`config.mk`:
```
export PLATFORM = sky130hd
export DESIGN_NAME = div_sched_ctrl
export DESIGN_NICKNAME = d
export VERILOG_FILES = /design/src/rtl/div_sched_ctrl.sv
export SDC_FILE = /design/constraint.sdc
export NUM_CORES = 1
export LEC_CHECK = 0
export CORE_AREA = 2 2 73 75
export DETAILED_ROUTE_END_ITERATION = 12
export DIE_AREA = 0 0 75 77
export MAX_ROUTING_LAYER = met4
export PLACE_DENSITY_LB_ADDON = 0.3
export SETUP_SLACK_MARGIN = 0.15
export SLEW_MARGIN = 20
export SYNTH_ARGS = -nofsm -noshare
export SYNTH_HDL_FRONTEND = slang
export SYNTH_SLANG_ARGS = --single-unit
```
`constraint.sdc`:
```
create_clock -name clk -period 3.25 [get_ports clk]
set_input_delay 0.325 -clock clk [delete_from_list [all_inputs] [get_ports clk]]
set_output_delay 0.325 -clock clk [all_outputs]
set_load 0.02 [all_outputs]
```
`src/rtl/div_sched_ctrl.sv`:
```
// -----------------------------------------------------------------------------
// div_sched_ctrl
//   Scheduler for the power-of-two clock-division datapath. Produces a
//   clock-enable pulse on the last cycle of each 2^cur_sq-cycle period and a
//   50% divided phase. New exponents arrive over a valid/ready handshake and
//   take effect only on a period boundary, so a running period is never cut
//   short.
//
// Optional feature (macro DIV_SCHED_PERIOD_CNT_EN):
//   Adds the period_cnt output, a saturating count of clk_en pulses that is
//   cleared whenever cur_sq changes.
//
// Ports
//   clk        in   clock
//   rst        in   asynchronous reset, active-high
//   enable     in   level: 1 = run the divider, 0 = idle
//   cfg_valid  in   new exponent offered
//   cfg_sq     in   requested divide exponent (SQ_W bits)
//   cfg_ready  out  scheduler can accept cfg_sq (low only while a change is pending)
//   cfg_done   out  one-cycle pulse: new exponent now in effect
//   cfg_err    out  one-cycle pulse: request rejected (cfg_sq > MAX_SQ)
//   cur_sq     out  exponent currently in effect (SQ_W bits)
//   clk_en     out  one-cycle pulse on the last cycle of each period
//   div_phase  out  divided square wave (low first half, high second half)
//   busy       out  scheduler not idle
//   period_cnt out  16-bit saturating period count (optional feature only)
// -----------------------------------------------------------------------------
module div_sched_ctrl #(
  parameter int MAX_SQ = 8,
  parameter int SQ_W   = 4,
  parameter int RST_SQ = 1
) (
  input  logic            clk,
  input  logic            rst,
  input  logic            enable,
  input  logic            cfg_valid,
  input  logic [SQ_W-1:0] cfg_sq,
  output logic            cfg_ready,
  output logic            cfg_done,
  output logic            cfg_err,
  output logic [SQ_W-1:0] cur_sq,
  output logic            clk_en,
  output logic            div_phase,
`ifdef DIV_SCHED_PERIOD_CNT_EN
  output logic [15:0]     period_cnt,
`endif
  output logic            busy
);

  typedef enum logic [1:0] {
    IDLE = 2'd0,
    RUN  = 2'd1,
    PEND = 2'd2
  } state_t;

  localparam logic [MAX_SQ:0] ONE_W = (MAX_SQ + 1)'(1);

  state_t            state_q, state_d;
  logic [MAX_SQ-1:0] cnt_q, cnt_d;
  logic [SQ_W-1:0]   cur_sq_q, cur_sq_d;
  logic [SQ_W-1:0]   pend_sq_q, pend_sq_d;
  logic              done_q, done_d;
  logic              err_q, err_d;

  logic              running;
  logic              term;
  logic              xfer;
  logic              sq_bad;
  logic [MAX_SQ:0]   period_len;
  logic [MAX_SQ:0]   last_idx;
  logic [MAX_SQ:0]   half_len;
  logic [MAX_SQ-1:0] cnt_next;

  // Period length is one bit wider than the counter so 2^MAX_SQ is representable.
  assign period_len = ONE_W << cur_sq_q;
  assign last_idx   = period_len - ONE_W;
  assign half_len   = period_len >> 1;

  assign running  = (state_q != IDLE);
  assign term     = (cnt_q == last_idx[MAX_SQ-1:0]);
  assign cnt_next = term ? '0 : cnt_q + MAX_SQ'(1);
  assign xfer     = cfg_valid & cfg_ready;
  assign sq_bad   = (cfg_sq > SQ_W'(MAX_SQ));

  assign cfg_ready = (state_q != PEND);
  assign busy      = running;
  assign cfg_done  = done_q;
  assign cfg_err   = err_q;
  assign cur_sq    = cur_sq_q;
  assign clk_en    = running & term;
  // The half-period bit is zero when cur_sq=0, which forces the phase low.
  assign div_phase = running & (|(cnt_q & half_len[MAX_SQ-1:0]));

  always_comb begin
    state_d   = state_q;
    cnt_d     = cnt_q;
    cur_sq_d  = cur_sq_q;
    pend_sq_d = pend_sq_q;
    done_d    = 1'b0;
    err_d     = 1'b0;

    unique case (state_q)
      IDLE: begin
        if (xfer) begin
          if (sq_bad) begin
            err_d = 1'b1;
          end else begin
            cur_sq_d = cfg_sq;
            done_d   = 1'b1;
          end
        end
        if (enable) begin
          state_d = RUN;
          cnt_d   = '0;
        end
      end

      RUN: begin
        if (!enable) begin
          // Partial period is abandoned; a coincident request needs no
          // boundary to wait for, so it is applied directly.
          state_d = IDLE;
          cnt_d   = '0;
          if (xfer) begin
            if (sq_bad) begin
              err_d = 1'b1;
            end else begin
              cur_sq_d = cfg_sq;
              done_d   = 1'b1;
            end
          end
        end else begin
          cnt_d = cnt_next;
          if (xfer) begin
            if (sq_bad) begin
              err_d = 1'b1;
            end else if (term) begin
              cur_sq_d = cfg_sq;
              done_d   = 1'b1;
            end else begin
              pend_sq_d = cfg_sq;
              state_d   = PEND;
            end
          end
        end
      end

      PEND: begin
        if (!enable) begin
          state_d  = IDLE;
          cnt_d    = '0;
          cur_sq_d = pend_sq_q;
          done_d   = 1'b1;
        end else begin
          cnt_d = cnt_next;
          if (term) begin
            cur_sq_d = pend_sq_q;
            state_d  = RUN;
            done_d   = 1'b1;
          end
        end
      end

      default: begin
        state_d = IDLE;
        cnt_d   = '0;
      end
    endcase
  end

  always_ff @(posedge clk or posedge rst) begin
    if (rst) begin
      state_q   <= IDLE;
      cnt_q     <= '0;
      cur_sq_q  <= SQ_W'(RST_SQ);
      pend_sq_q <= '0;
      done_q    <= 1'b0;
      err_q     <= 1'b0;
    end else begin
      state_q   <= state_d;
      cnt_q     <= cnt_d;
      cur_sq_q  <= cur_sq_d;
      pend_sq_q <= pend_sq_d;
      done_q    <= done_d;
      err_q     <= err_d;
    end
  end

`ifdef DIV_SCHED_PERIOD_CNT_EN
  logic [15:0] period_cnt_q;

  // An exponent change restarts the count even if the same edge ends a period.
  always_ff @(posedge clk or posedge rst) begin
    if (rst) begin
      period_cnt_q <= '0;
    end else if (cur_sq_d != cur_sq_q) begin
      period_cnt_q <= '0;
    end else if (clk_en && (period_cnt_q != 16'hFFFF)) begin
      period_cnt_q <= period_cnt_q + 16'd1;
    end
  end

  assign period_cnt = period_cnt_q;
`endif

endmodule

```
* Word-level counts from Yosys, hierarchy flattened *
Cells that the tools add are included.

storage, ports and cells
  bits in registers = 20
  word-level logic and storage cells = 67
  output and inout port bits = 10

operators by class
  bitwise logic cells = 6
  shift-type cells = 1
  $lt $le $gt $ge = 1
  add/sub/neg operators = 2
  mux-type cells = 32
  equality and inequality tests = 10
  reduce and logical (&&, ||, !) cells = 9

operator list
  operator                                          count
  two-way mux 4 bit                                 8
  two-way mux 8 bit                                 3
  one-hot mux 8 bit (2 select lines)                1
  inequality test 3 bit, second input constant      5
  AND reduction 5 bit                               3
  two-way mux 2 bit                                 7
  one-hot mux 4 bit (3 select lines)                1
  two-way mux 1 bit                                 10
  left shift 1 x 4 -> 9 bit, first input constant   1
  adder 8 x 1 -> 8 bit, second input constant       1
  AND 8 bit                                         1
  == test 8 bit                                     1
  OR reduction 8 bit                                1
  subtractor 8 x 1 -> 8 bit, second input constant  1
  one-hot mux 2 bit (3 select lines)                1
  > comparator 4 bit, second input constant         1
  inequality test 2 bit, second input constant      2
  OR reduction 2 bit                                2
  AND 1 bit                                         3
  one-hot mux 1 bit (3 select lines)                1
  nonzero test 3 bit                                1
  == test 2 x 1 -> 1 bit, second input constant     1
  == test 2 bit, second input constant              1
  logical NOT 2 bit                                 1
  2 further kinds                                   3

* Logic depth before layout (Yosys ltp) *
  depth after elaboration = 8
  mapped depth = 13
  gate-level depth less buffers = 9

* Least setup slack after synthesis *
No wires, ideal clock.

  path kind = register to register
  start point = register cur_sq_q[0], in the netlist cur_sq[0]
  end point = register pend_sq_q[0]
  arrival time = 2,796 ps
  library setup time = 125 ps
  clock period less this slack = 2,921 ps
  path buffers = 2
  setup slack = 329 ps
  cell stages (with the launch flop) = 12
  path through = dfstp_2 buf_6 nor2b_1 nand2_1 ha_1 buf_6 or4_4 a21boi_2 o221a_2 o31ai_4 nor2_2 mux2_4

on the way
  cells in the longest elaborated chain, start to end = 5

ends and longest elaborated chain
  what                           line  RTL
  from (decl)                    60    logic [SQ_W-1:0] cur_sq_q, cur_sq_d;
  from (signal assigned)         175   cur_sq_q <= SQ_W'(RST_SQ);
  from (signal assigned)         182   cur_sq_q <= cur_sq_d;
  left shift 1 x 4 -> 9 bit      75    assign period_len = ONE_W << cur_sq_q;
  subtractor 8 x 1 -> 8 bit      76    assign last_idx = period_len - ONE_W;
  == test 8 bit                  80    assign term = (cnt_q == last_idx[MAX_SQ-1:0]);
  inverter 1 bit (no line)       -
  AND reduction 5 bit (no line)  -
  to (signal assigned)           183   pend_sq_q <= pend_sq_d;
  to (decl)                      61    logic [SQ_W-1:0] pend_sq_q, pend_sq_d;

Every way passes these cells.
A chain may end at the register's enable or synchronous reset.

* Worst setup path in the final report *
  start point = register cur_sq_q[0], in the netlist cur_sq[0]
  end point = output clk_en

on the way
  cells in the longest elaborated chain, start to end = 4

ends and longest elaborated chain
  what                       line  RTL
  left shift 1 x 4 -> 9 bit  75
  subtractor 8 x 1 -> 8 bit  76
  == test 8 bit              80
  AND 1 bit                  90    assign clk_en = running & term;
  to (decl)                  42    output logic clk_en,

Every way passes these cells.

==> impl_metrics.py <==
metrics = {
    "outcome": {
        "outcome": "finished, final reports clean",
    },
    "worst_setup_path": {
        "worstPathArrival_ns": 2.57,
        "cp_max_fo": 7,
        "cpPeakStageDelay_ns": 0.59,
        "reg2reg_slack_ns": 0.45,
        "critPathSlowestCell": "dfstp_2",
        "r2r_end": "pend_sq_q[0]",
        "start_kind": "register",
        "r2r_cells": 9,
        "crit_chain": "nor2b_1 > nand2_1 > ha_1 > or4_4 > a21o_1 > o221ai_2 > nand3_2 > nor2_1 > clkbuf_2",
        "crit_type": "reg -> out",
        "worstReg2RegStart": "cur_sq[0]",
        "end_kind": "output pin",
        "required_ns": 2.92,
    },
    "cts": {
        "numCtsBuffers": 3,
        "cts.clk_slew.worst_paths_ns": 0.09,
        "insertion_delay_ns": 0.26,
        "cts_tree": "built",
        "clockRootBuffer": "clkbuf_8",
        "clockBufferDepth": 2,
        "clock-sinks": 20,
        "htreeDepth": 1,
    },
    "synthesis": {
        "ys.flop_type": "dfrtp_1",
        "ys_seq_area_share_pct": 29.5,
        "syn_nets": 205,
        "synth_edf_count": 0,
        "ys_types": 58,
        "syn_inst": 191,
        "async_reset_ff_share_pct": 100,
        "mappedNetlistArea_um2": 1700,
        "ys_warn_count": 0,
        "syn_avg_cell_area_um2": 8.92,
        "ys_ff_latch": 20,
    },
    "die": {
        "die_x_um": 75,
        "die-area_um2": 5780,
        "num_rows": 26,
        "fp.coreArea_um2": 4980,
        "initial_core_util_pct": 34.2,
        "dieHeight_um": 77,
        "pin_count": 18,
    },
    "cells_and_area": {
        "mostFrequentLayoutCells": "dfrtp_1 (19), nand2_1 (16), clkdlybuf4s50_1 (16), a21oi_1 (14), nor2_1 (14)",
        "final_layout_size_suffix_gt1_share_pct": 14.6,
        "nets": 220,
        "final_common_cell": "dfrtp_1",
        "fin_area_um2": 1970,
        "area_growth_pct": 15.7,
        "n_antenna_cell": 0,
    },
    "place": {
        "port_buffers": 17,
        "place_congestion": 0.846,
        "post_dp_cell_area_um2": 1920,
        "hpwl_mm": 2.88,
    },
    "power": {
        "pwr_density_cell_nw_per_um2": 920,
        "p_sw_mw": 0.843,
        "p_int_mw": 0.969,
        "irDropWorstVdd_uv": 342,
        "power_frac_clock_pct": 9.6,
        "sw_frac_of_total_pct": 46.5,
        "leakagePower_nw": 0.804,
        "seq_power_share_pct": 22.7,
        "pwr-share-comb_pct": 67.7,
    },
    "global_route": {
        "grt_pass1_wl_mm": 6.80,
        "grt_pass1_vias": 1439,
        "overflow": 0,
        "grt_max_degree": 21,
        "grt_use_total_pct": 15.3,
        "antenna_found_initial": 0,
    },
    "timing": {
        "tightest_slew_ns": 0.788,
        "slew_headroom_pct": 47.4,
        "skew_ns": 0.0144,
        "setup_tns_ns": 0,
        "finalHoldViolCount": 0,
        "finalCriticalPeriod_ns": 2.89,
        "fin_crit_sh_pct": 89.0,
        "timing.fmax_ghz": 0.346,
        "rsz0062_at_grt": "no",
        "setup_violations": 0,
        "drv_slew": 0,
    },
    "job": {
        "cap_violations": 0,
    },
    "route": {
        "antenna_left": 0,
        "firstDrtPassIters": 4,
        "drcViolationCount": 0,
        "drt_iter0_drc": 146,
        "postRouteWirelength_mm": 3.94,
        "wire_per_inst_um": 14.3,
        "vias": 1475,
        "drt-vias-per-instance": 5.36,
    },
    "hold_path": {
        "hold_path.class": "in -> async",
    },
}
## flip-flops by register name (all words and copies together), names as in the netlist
name       flops
cfg_err        1
state_q        2
pend_sq_q      4
cfg_done       1
cur_sq         4
cnt_q          8
## synthesized netlist by cell type (3+ instances only)
| master | number | area, um^2 |
|---|---|---|
| a32oi_1 | 4 | 35.0 |
| buf_2 | 3 | 15.0 |
| o31ai_1 | 3 | 22.5 |
| buf_4 | 3 | 22.5 |
| nor2b_1 | 5 | 31.3 |
| xor2_1 | 3 | 26.3 |
| dfrtp_1 | 19 | 475 |
| mux2i_1 | 5 | 50.1 |
| nand3_1 | 9 | 45.0 |
| o21ai_0 | 3 | 15.0 |
| mux2_4 | 3 | 45.0 |
| and3_1 | 4 | 25.0 |
| a21oi_1 | 14 | 70.1 |
| nand2_1 | 16 | 60.1 |
| a21o_1 | 5 | 37.5 |
| nor2_1 | 14 | 52.6 |
| inv_1 | 11 | 41.3 |
| a22o_1 | 4 | 35.0 |
| o2bb2ai_1 | 3 | 26.3 |
| ha_1 | 6 | 75.1 |
| clkbuf_1 | 6 | 22.5 |
## per-layer routing
metal | up-vias | GRT usage [%] | routed length (um)
li1 | 733 | - | -
met5 | - | - | 0
met4 | 0 | 4.82 | 61
met3 | 6 | 1.58 | 150
met1 | 703 | 23.6 | 1980
met2 | 33 | 20.6 | 1740
## per-stage QoR
step                setup WS, ns  hold slack, ns  total power, mW  utilization, %  cells
CTS                        0.181           0.525             1.80            39.5    274
finish                     0.357           0.501             1.81            39.6    275
floorplan                  0.329           0.288             1.35               -    191
global placement           0.235           0.502             1.61            38.6    270
global route               0.210           0.539             1.97            39.6    275
detailed placement         0.184           0.504             1.62            38.6    270
## final cells by class
class / count / area (um^2)
clock buffer: 4 / 45.0
fill: 506 / 3010
inverter: 11 / 41.3
multi-input combinational: 146 / 1080
sequential: 20 / 502
tap: 70 / 87.6
timing repair buffer: 24 / 218
## power by group through the flow
stage / logic (mW) / registers [mW] / clock network, mW
2_1_floorplan: 0.922 / 0.425 / 0
3_3_place_gp: 1.19 / 0.414 / 0
3_5_place_dp: 1.20 / 0.416 / 0
4_1_cts: 1.21 / 0.410 / 0.178
5_1_grt: 1.35 / 0.425 / 0.192
6_report: 1.23 / 0.411 / 0.174
## worst max-delay path by stage
stage | start | cells after the start | to
after floorplan | cur_sq[0] | 11 | pend_sq_q[0]
after global placement | cur_sq[0] | 9 | clk_en
after detailed placement | cur_sq[0] | 9 | clk_en
after CTS | cur_sq[0] | 9 | clk_en
after global routing | cur_sq[0] | 10 | clk_en
final | cur_sq[0] | 9 | clk_en
## cell families (layout without fill, tap and decap cells)
logic type,Yosys count,after routing,synth area share [%]
AOI/OAI and AO/OA,58,58,28.1
xor gates and xnor gates,5,5,2.57
adders and majority gates,6,6,4.41
buffers and inverters,25,39,7.27
DFF,20,20,29.5
muxes,10,10,6.91
and+or+nand+nor,67,67,21.3
## worst max-delay path: cells and delay by family (launching register included)
kind / cells / cell delay (ns)
compound gates: 2 / 0.31
fa+ha+maj: 1 / 0.20
buf+inv: 1 / 0.17
flops: 1 / 0.59
simple gates: 5 / 1.03
## what timing repair did
item                                    CTS  global route
gates resized for setup                   1             2
pin swaps                                 0             1
endpoints found under the setup margin    1             1
hold buffers                              0             0
setup buffers                             0             1
Power figures use the tool's default switching activity.
